## src/rtl/ifetch_unit_if.sv

```systemverilog
// Instruction bus bundle between the fetch unit (master) and memory (slave).
// Address/request flow out; grant and the response flow back.
interface ifetch_unit_if;
   logic        ibus_req;
   logic [63:0] ibus_addr;
   logic        ibus_gnt;
   logic        ibus_rvalid;
   logic [31:0] ibus_rdata;
   logic        ibus_err;

   modport master (
      output ibus_req,
      output ibus_addr,
      input  ibus_gnt,
      input  ibus_rvalid,
      input  ibus_rdata,
      input  ibus_err
   );

   modport slave (
      input  ibus_req,
      input  ibus_addr,
      output ibus_gnt,
      output ibus_rvalid,
      output ibus_rdata,
      output ibus_err
   );
endinterface

```

## src/rtl/ifetch_unit.sv

```systemverilog
// Instruction fetch stage: owns the PC, fetches one word per ifu_valid window
// over a req/gnt/rvalid bus and pulses ifu_finish when instr/fetch_err are valid.
module ifetch_unit #(
   parameter logic [63:0] RESET_PC  = 64'h8000_0000,
   parameter int unsigned TIMEOUT   = 255,
   parameter logic [31:0] NOP_INSTR = 32'h0000_0013
) (
   input  logic         clk,
   input  logic         rst,
   input  logic         ifu_valid,
   output logic         ifu_finish,
   output logic [31:0]  instr,
   output logic [63:0]  pc,
   input  logic         pc_we,
   input  logic [63:0]  pc_next,
   output logic         fetch_err,
   ifetch_unit_if.master ibus
);

   typedef enum logic [1:0] {
      IDLE,
      REQ,
      WAIT,
      DONE
   } state_e;

   localparam logic [7:0] CntLast = 8'(TIMEOUT - 1);

   state_e      state_q, state_d;
   logic [63:0] pc_q, pc_d;
   logic [63:0] addr_q, addr_d;
   logic [31:0] instr_q, instr_d;
   logic        err_q, err_d;
   logic [7:0]  cnt_q, cnt_d;

   always_ff @(posedge clk or posedge rst) begin
      if (rst) begin
         state_q <= IDLE;
         pc_q    <= RESET_PC;
         addr_q  <= '0;
         instr_q <= NOP_INSTR;
         err_q   <= 1'b0;
         cnt_q   <= '0;
      end else begin
         state_q <= state_d;
         pc_q    <= pc_d;
         addr_q  <= addr_d;
         instr_q <= instr_d;
         err_q   <= err_d;
         cnt_q   <= cnt_d;
      end
   end

   always_comb begin
      state_d = state_q;
      pc_d    = pc_we ? pc_next : pc_q;
      addr_d  = addr_q;
      instr_d = instr_q;
      err_d   = err_q;
      cnt_d   = cnt_q;
      unique case (state_q)
         IDLE: begin
            if (ifu_valid) begin
               if (pc_q[1:0] == 2'b00) begin
                  state_d = REQ;
                  addr_d  = pc_q;
               end else begin
                  state_d = DONE;
                  instr_d = NOP_INSTR;
                  err_d   = 1'b1;
               end
            end
         end
         REQ: begin
            if (ibus.ibus_gnt) begin
               state_d = WAIT;
               cnt_d   = '0;
            end
         end
         WAIT: begin
            if (ibus.ibus_rvalid) begin
               state_d = DONE;
               instr_d = ibus.ibus_err ? NOP_INSTR : ibus.ibus_rdata;
               err_d   = ibus.ibus_err;
            end else if (cnt_q == CntLast) begin
               state_d = DONE;
               instr_d = NOP_INSTR;
               err_d   = 1'b1;
            end else begin
               cnt_d = cnt_q + 8'd1;
            end
         end
         DONE: state_d = IDLE;
         default: state_d = IDLE;
      endcase
   end

   assign ibus.ibus_req  = (state_q == REQ);
   assign ibus.ibus_addr = addr_q;
   assign ifu_finish     = (state_q == DONE);
   assign instr          = instr_q;
   assign pc             = pc_q;
   assign fetch_err      = err_q;

endmodule
```

## src/flat_wrapper.sv

```systemverilog
// flat-port wrapper written by rule: the top's interface ports become plain ports
module ifetch_unit_flat 
#(
   parameter logic [63:0] RESET_PC  = 64'h8000_0000,
   parameter int unsigned TIMEOUT   = 255,
   parameter logic [31:0] NOP_INSTR = 32'h0000_0013
)
  (clk, rst, ifu_valid, ifu_finish, instr, pc, pc_we, pc_next, fetch_err, ibus_ibus_req, ibus_ibus_addr, ibus_ibus_gnt, ibus_ibus_rvalid, ibus_ibus_rdata, ibus_ibus_err);
  ifetch_unit_if ibus_i ();
  input  logic clk;
  input  logic rst;
  input  logic ifu_valid;
  output logic ifu_finish;
  output logic [31:0] instr;
  output logic [63:0] pc;
  input  logic pc_we;
  input  logic [63:0] pc_next;
  output logic fetch_err;
  output wire logic [$bits(ibus_i.ibus_req)-1:0] ibus_ibus_req;
  output wire logic [$bits(ibus_i.ibus_addr)-1:0] ibus_ibus_addr;
  input wire logic [$bits(ibus_i.ibus_gnt)-1:0] ibus_ibus_gnt;
  input wire logic [$bits(ibus_i.ibus_rvalid)-1:0] ibus_ibus_rvalid;
  input wire logic [$bits(ibus_i.ibus_rdata)-1:0] ibus_ibus_rdata;
  input wire logic [$bits(ibus_i.ibus_err)-1:0] ibus_ibus_err;
  assign ibus_ibus_req = ibus_i.ibus_req;
  assign ibus_ibus_addr = ibus_i.ibus_addr;
  assign ibus_i.ibus_gnt = ibus_ibus_gnt;
  assign ibus_i.ibus_rvalid = ibus_ibus_rvalid;
  assign ibus_i.ibus_rdata = ibus_ibus_rdata;
  assign ibus_i.ibus_err = ibus_ibus_err;
  ifetch_unit #(.RESET_PC(RESET_PC), .TIMEOUT(TIMEOUT), .NOP_INSTR(NOP_INSTR)) u_core (.clk(clk), .rst(rst), .ifu_valid(ifu_valid), .ifu_finish(ifu_finish), .instr(instr), .pc(pc), .pc_we(pc_we), .pc_next(pc_next), .fetch_err(fetch_err), .ibus(ibus_i));
endmodule
```

## config.mk

```make
export PLATFORM = sky130hd
export DESIGN_NAME = ifetch_unit_flat
export DESIGN_NICKNAME = d
export VERILOG_FILES = /design/src/rtl/ifetch_unit_if.sv /design/src/rtl/ifetch_unit.sv /design/src/flat_wrapper.sv
export SDC_FILE = /design/constraint.sdc
export NUM_CORES = 1
export LEC_CHECK = 0
export ABC_AREA = 0
export CORE_MARGIN = 4
export CORE_UTILIZATION = 44
export DETAILED_ROUTE_END_ITERATION = 7
export PLACE_DENSITY_LB_ADDON = 0.1
export SYNTH_ARGS = -nofsm -noshare
export SYNTH_HDL_FRONTEND = slang
export SYNTH_SLANG_ARGS = --single-unit
```

## constraint.sdc

```tcl
create_clock -name clk -period 6.6 [get_ports clk]
set_input_delay 1.32 -clock clk [delete_from_list [all_inputs] [get_ports clk]]
set_output_delay 1.32 -clock clk [all_outputs]
set_load 0.02 [all_outputs]
```

---- Yosys cells after proc, flatten, opt, wreduce, memory -nomap -nowiden ----
Index checks and enable logic that the tools add are counted.
W data, S select, Z words.
storage, ports and cells
  bits in latches ......................... 0
  word-level logic and storage cells ...... 46
  memory bits (read-only) ................. 0
  memories kept ........................... 0
  bits of input ports ..................... 103
  flip-flop bits (word level) ............. 171
  output and inout port bits .............. 163
  bits in writable memories ............... 0
cells by class
  multipliers ............................. 0
  bitwise operators ....................... 0
  $lt $le $gt $ge ......................... 0
  div/mod/pow operators ................... 0
  eq/ne operators ......................... 10
  mux-type cells .......................... 21
  reductions and logical operators ........ 8
  add/sub/neg operators ................... 1
  shift operators ......................... 0
operators with widths
  cell                   count
  $mux W32               5
  $pmux W32 S2           1
  $mux W8                3
  $pmux W8 S2            1
  $mux W2                5
  $add A8 B1 Y8 const B  1
  $eq A8 B8 Y1 const B   1
  $ne A2 B2 Y1 const B   4
  $pmux W2 S4            1
  $reduce_and A4 Y1      2
  $reduce_and A3 Y1      2
  $eq A2 B2 Y1 const B   2
  $logic_not A2 Y1       2
  $mux W1                4
  $reduce_bool A2 Y1     2
  $ne A3 B2 Y1 const B   1
  $eq A2 B1 Y1 const B   1
  $ne A2 B1 Y1 const B   1
  $pmux W1 S2            1

---- Longest topological paths before layout ----
  depth in word-level cells ............... 4
  gate-level depth with buffers ........... 7
  mapped depth without buffers ............ 6

---- Worst setup path before layout ----
No wires, ideal clock.
  path type ............................... input port to flip-flop
  start ................................... in ifu_valid
  end ..................................... reg u_core.addr_q[10], in the netlist u_core.ibus.ibus_addr[10]
  setup slack ............................. 4,303 ps
  required time ........................... 6,475 ps
  stages on the path ...................... 4
  data arrival time ....................... 2,172 ps
  cells stage by stage .................... and3_1 buf_2 buf_2 mux2_2
between the ends
  word-level cells in the longest chain between the ends .. 1
RTL lines
  what                         RTL line            RTL
  start: declaration           flat_wrapper.sv:12  input logic ifu_valid;
  $reduce_and A3 Y1 (no line)  -
  end signal: assignment       ifetch_unit.sv:47   addr_q <= addr_d;
  end: declaration             ifetch_unit.sv:31   logic [63:0] addr_q, addr_d;
Every way passes these cells.
A chain may end at the register's enable or synchronous reset.

---- Worst setup path in the final report ----
  start ................................... reg u_core.state_q[1]
  end ..................................... out ibus_ibus_req
between the ends
  word-level cells in the longest chain between the ends .. 1
RTL lines
  what                      RTL line            RTL
  start: declaration        ifetch_unit.sv:29   state_e state_q, state_d;
  start signal: assignment  ifetch_unit.sv:45   state_q <= state_d;
  $eq A2 B1 Y1              ifetch_unit.sv:98   assign ibus.ibus_req = (state_q == REQ);
  end: declaration          flat_wrapper.sv:19  output wire logic [$bits(ibus_i.ibus_req)-1:0] ibus_ibus_req;
Every way passes these cells.

==> flow_summary.json <==
{
  "holdPathStages": 1,
  "critical_path.max_fanout": 8,
  "end_kind": "primary output",
  "syn_area_sq_um": 6940,
  "avgSynthCellArea_sq_um": 14.1,
  "final_nets": 870,
  "hold_path.class": "flip-flop to flip-flop",
  "p_per_area_nw_per_um2": 415,
  "fin_tns_setup_ps": 0,
  "layout_setup_ws_ps": 3360,
  "clock_latency_ps": 420,
  "timing.rr.start": "u_core.state_q[0]$_DFFE_PP0P_",
  "r2r-end": "u_core.instr[4]$_DFFE_PP1P_",
  "crit_slowest_cell": "clkdlybuf4s50_1",
  "fin_skew_ps": 4.92,
  "track_usage_pct": 20.0,
  "drive_above_1_share_pct": 22.5,
  "r2r_slack_ps": 4190,
  "post-cts-setup-buffer-count": 0,
  "wl_met1_microns": 7090,
  "antenna_found_initial": 0,
  "slew_viol_final": 0,
  "max_freq_ghz": 0.309,
  "drt_pre_antenna_iters": 5,
  "io_buffers": 265,
  "clockBufferDepth": 2,
  "slowest_delay_ps": 670,
  "critPathRequiredTime_ps": 5280,
  "worstHoldEndpoint": "u_core.ibus.ibus_addr[6]$_DFFE_PP0P_",
  "htree_levels": 4,
  "syn_to_final_growth_pct": 49.1,
  "worst_path_dominant_cell_family": "buffers and inverters",
  "antenna_left": 0,
  "rows": 45,
  "worst_pin_slew_ps": 1050,
  "synth_nets": 603,
  "cts_tree": "yes",
  "die_w_microns": 134,
  "fin_crit_ps": 3240,
  "synth_top_area_share_pct": 60.2,
  "yosysWarnings": 0,
  "final_common_cell": "clkdlybuf4s50_1",
  "critPathKind": "flip-flop to primary output",
  "slew-limit-headroom_pct": 30.2,
  "setup_viol": 0,
  "final_cells": 984,
  "num_vias": 4865,
  "arrival_ps": 1920,
  "cts_hold_buf": 0,
  "grt_overflow": 0,
  "post-dp-hpwl_microns": 12900,
  "outcome": "finished, final reports clean",
  "core_sq_um": 15300,
  "placed_cell_area_sq_um": 9770,
  "synthCells": 493,
  "wire_per_inst_microns": 18.0,
  "rsz0062_at_grt": "no",
  "drt_iter0_drc": 218,
  "timing.final.crit_share_pct": 49.0,
  "synth_seq_area_share_pct": 61.7,
  "routed_wl_microns": 17700,
  "drc": 0,
  "grt_max_degree": 119,
  "met2_length_microns": 8910,
  "path_clk_slew_ps": 60,
  "synth_cell_types": 37,
  "fin_area_sq_um": 10400,
  "maxCapViolCount": 0,
  "cts_buffers": 17,
  "reg2reg_depth": 6,
  "num_antenna_cells": 0,
  "gp_congestion": 0.845,
  "hold_viol": 0,
  "crit_buf_inv": 2,
  "met3_length_microns": 1190,
  "grt_pass1_vias": 5205,
  "start_util_pct": 45.3,
  "synth-seq-cells": 171,
  "cts_root_buf": "clkbuf_16",
  "die-area_sq_um": 17900,
  "hp-start": "u_core.ibus.ibus_addr[6]$_DFFE_PP0P_",
  "synth_top_area_cell": "dfrtp_1",
  "leakagePower_uw": 0.00444,
  "path_cells": "inv_1 > ha_1 > clkdlybuf4s50_1",
  "dp.cells": 952,
  "synth-async-reset-ratio_pct": 100,
  "ys.flop_type": "dfrtp_1",
  "synth_edf_count": 0,
  "critical_path.startpoint": "u_core.state_q[1]$_DFFE_PP0P_",
  "layout_common_cells": "clkdlybuf4s50_1 (264), dfrtp_1 (167), mux2_2 (130), inv_1 (38), nand2_1 (35)",
  "via_per_inst": 4.94,
  "io_pins": 266,
  "critPathLaunchType": "flip-flop",
  "yosys-top-cells-area": "dfrtp_1 (60%), mux2_2 (21%), mux2i_1 (4.5%)",
  "grt_pass1_wl_microns": 28000,
  "highest_layer": "met4",
  "cts_sinks": 171,
  "cts_resized": 0,
  "dpl_worst_slack_ps": 3240,
  "peakVddDrop_mv": 0.351,
  "die_h_microns": 134
}
[synthesized netlist by cell type (all sizes together) (3+ instances only)]
cell	n
dfstp	4
nor2	5
o21ai	8
mux2	130
ha	7
dfrtp	167
or3	5
nand2	35
nor2b	3
clkbuf	5
a21oi	4
buf	16
inv	39
a31oi	9
nand3	5
mux2i	31
[registers in the layout, summed over array words and instances (netlist names)]
| signal | flops |
|---|---|
| u_core.ibus.ibus_addr | 64 |
| u_core.pc | 64 |
| u_core.instr | 32 |
| u_core.cnt_q | 8 |
| u_core.state_q | 2 |
| u_core.fetch_err | 1 |
[final cells by class]
type / instances / area [sq um]
flip-flops and latches: 171 / 4280
multi-input cells: 262 / 2390
fillers: 1135 / 4960
repair buffers: 269 / 2680
clock buffers: 21 / 460
clock inverters: 11 / 119
well taps: 211 / 264
inverters: 39 / 151
[cell families after synthesis]
group	synth area share, %
AOI/OAI and AO/OA	3.10
adders and majority gates	1.26
buffers and inverters	3.80
DFF	61.7
muxes	25.6
and+or+nand+nor	4.56
[routing by layer]
metal / GRT usage (%) / vias up
li1: - / 2235
met1: 23.9 / 2409
met2: 34.4 / 187
met3: 5.74 / 34
met4: 7.66 / 0
met5: 0 / -
[stage by stage]
stage                     power (uW)  utilization, %  hold WS, ps
after floorplan                 2530               -          465
after global placement          3310            63.8          485
after detailed placement        3360            63.8          495
after CTS                       4340            67.6          508
after global routing            4520            67.6          523
final                           4290            67.6          505
[power breakdown]
| part | internal [uW] | switching (uW) | leakage (uW) | total (uW) |
|---|---|---|---|---|
| registers | 1360 | 194 | 0.00211 | 1560 |
| logic | 893 | 874 | 0.00206 | 1770 |
| clock network | 575 | 391 | 0.000275 | 967 |
| total | 2830 | 1460 | 0.00444 | 4290 |
[worst register-to-register path, stage by stage (launching register included)]
cell and delay (ps):
dfrtp_1 400, inv_1 130, ha_1 440, nor2b_1 320, o21ai_4 140, nand3_4 470, mux2_2 430
[worst max-delay path by stage]
stage	end	slack, ps	depth (start not counted)
floorplan	u_core.cnt_q[0]$_DFFE_PP0P_	650	1
global placement	u_core.ibus.ibus_addr[55]$_DFFE_PP0P_	3310	3
detailed placement	u_core.ibus.ibus_addr[45]$_DFFE_PP0P_	3240	3
CTS	ibus_ibus_req	3340	3
global route	ibus_ibus_req	3230	3
finish	ibus_ibus_req	3360	3
(Power assumes the default switching activity.)
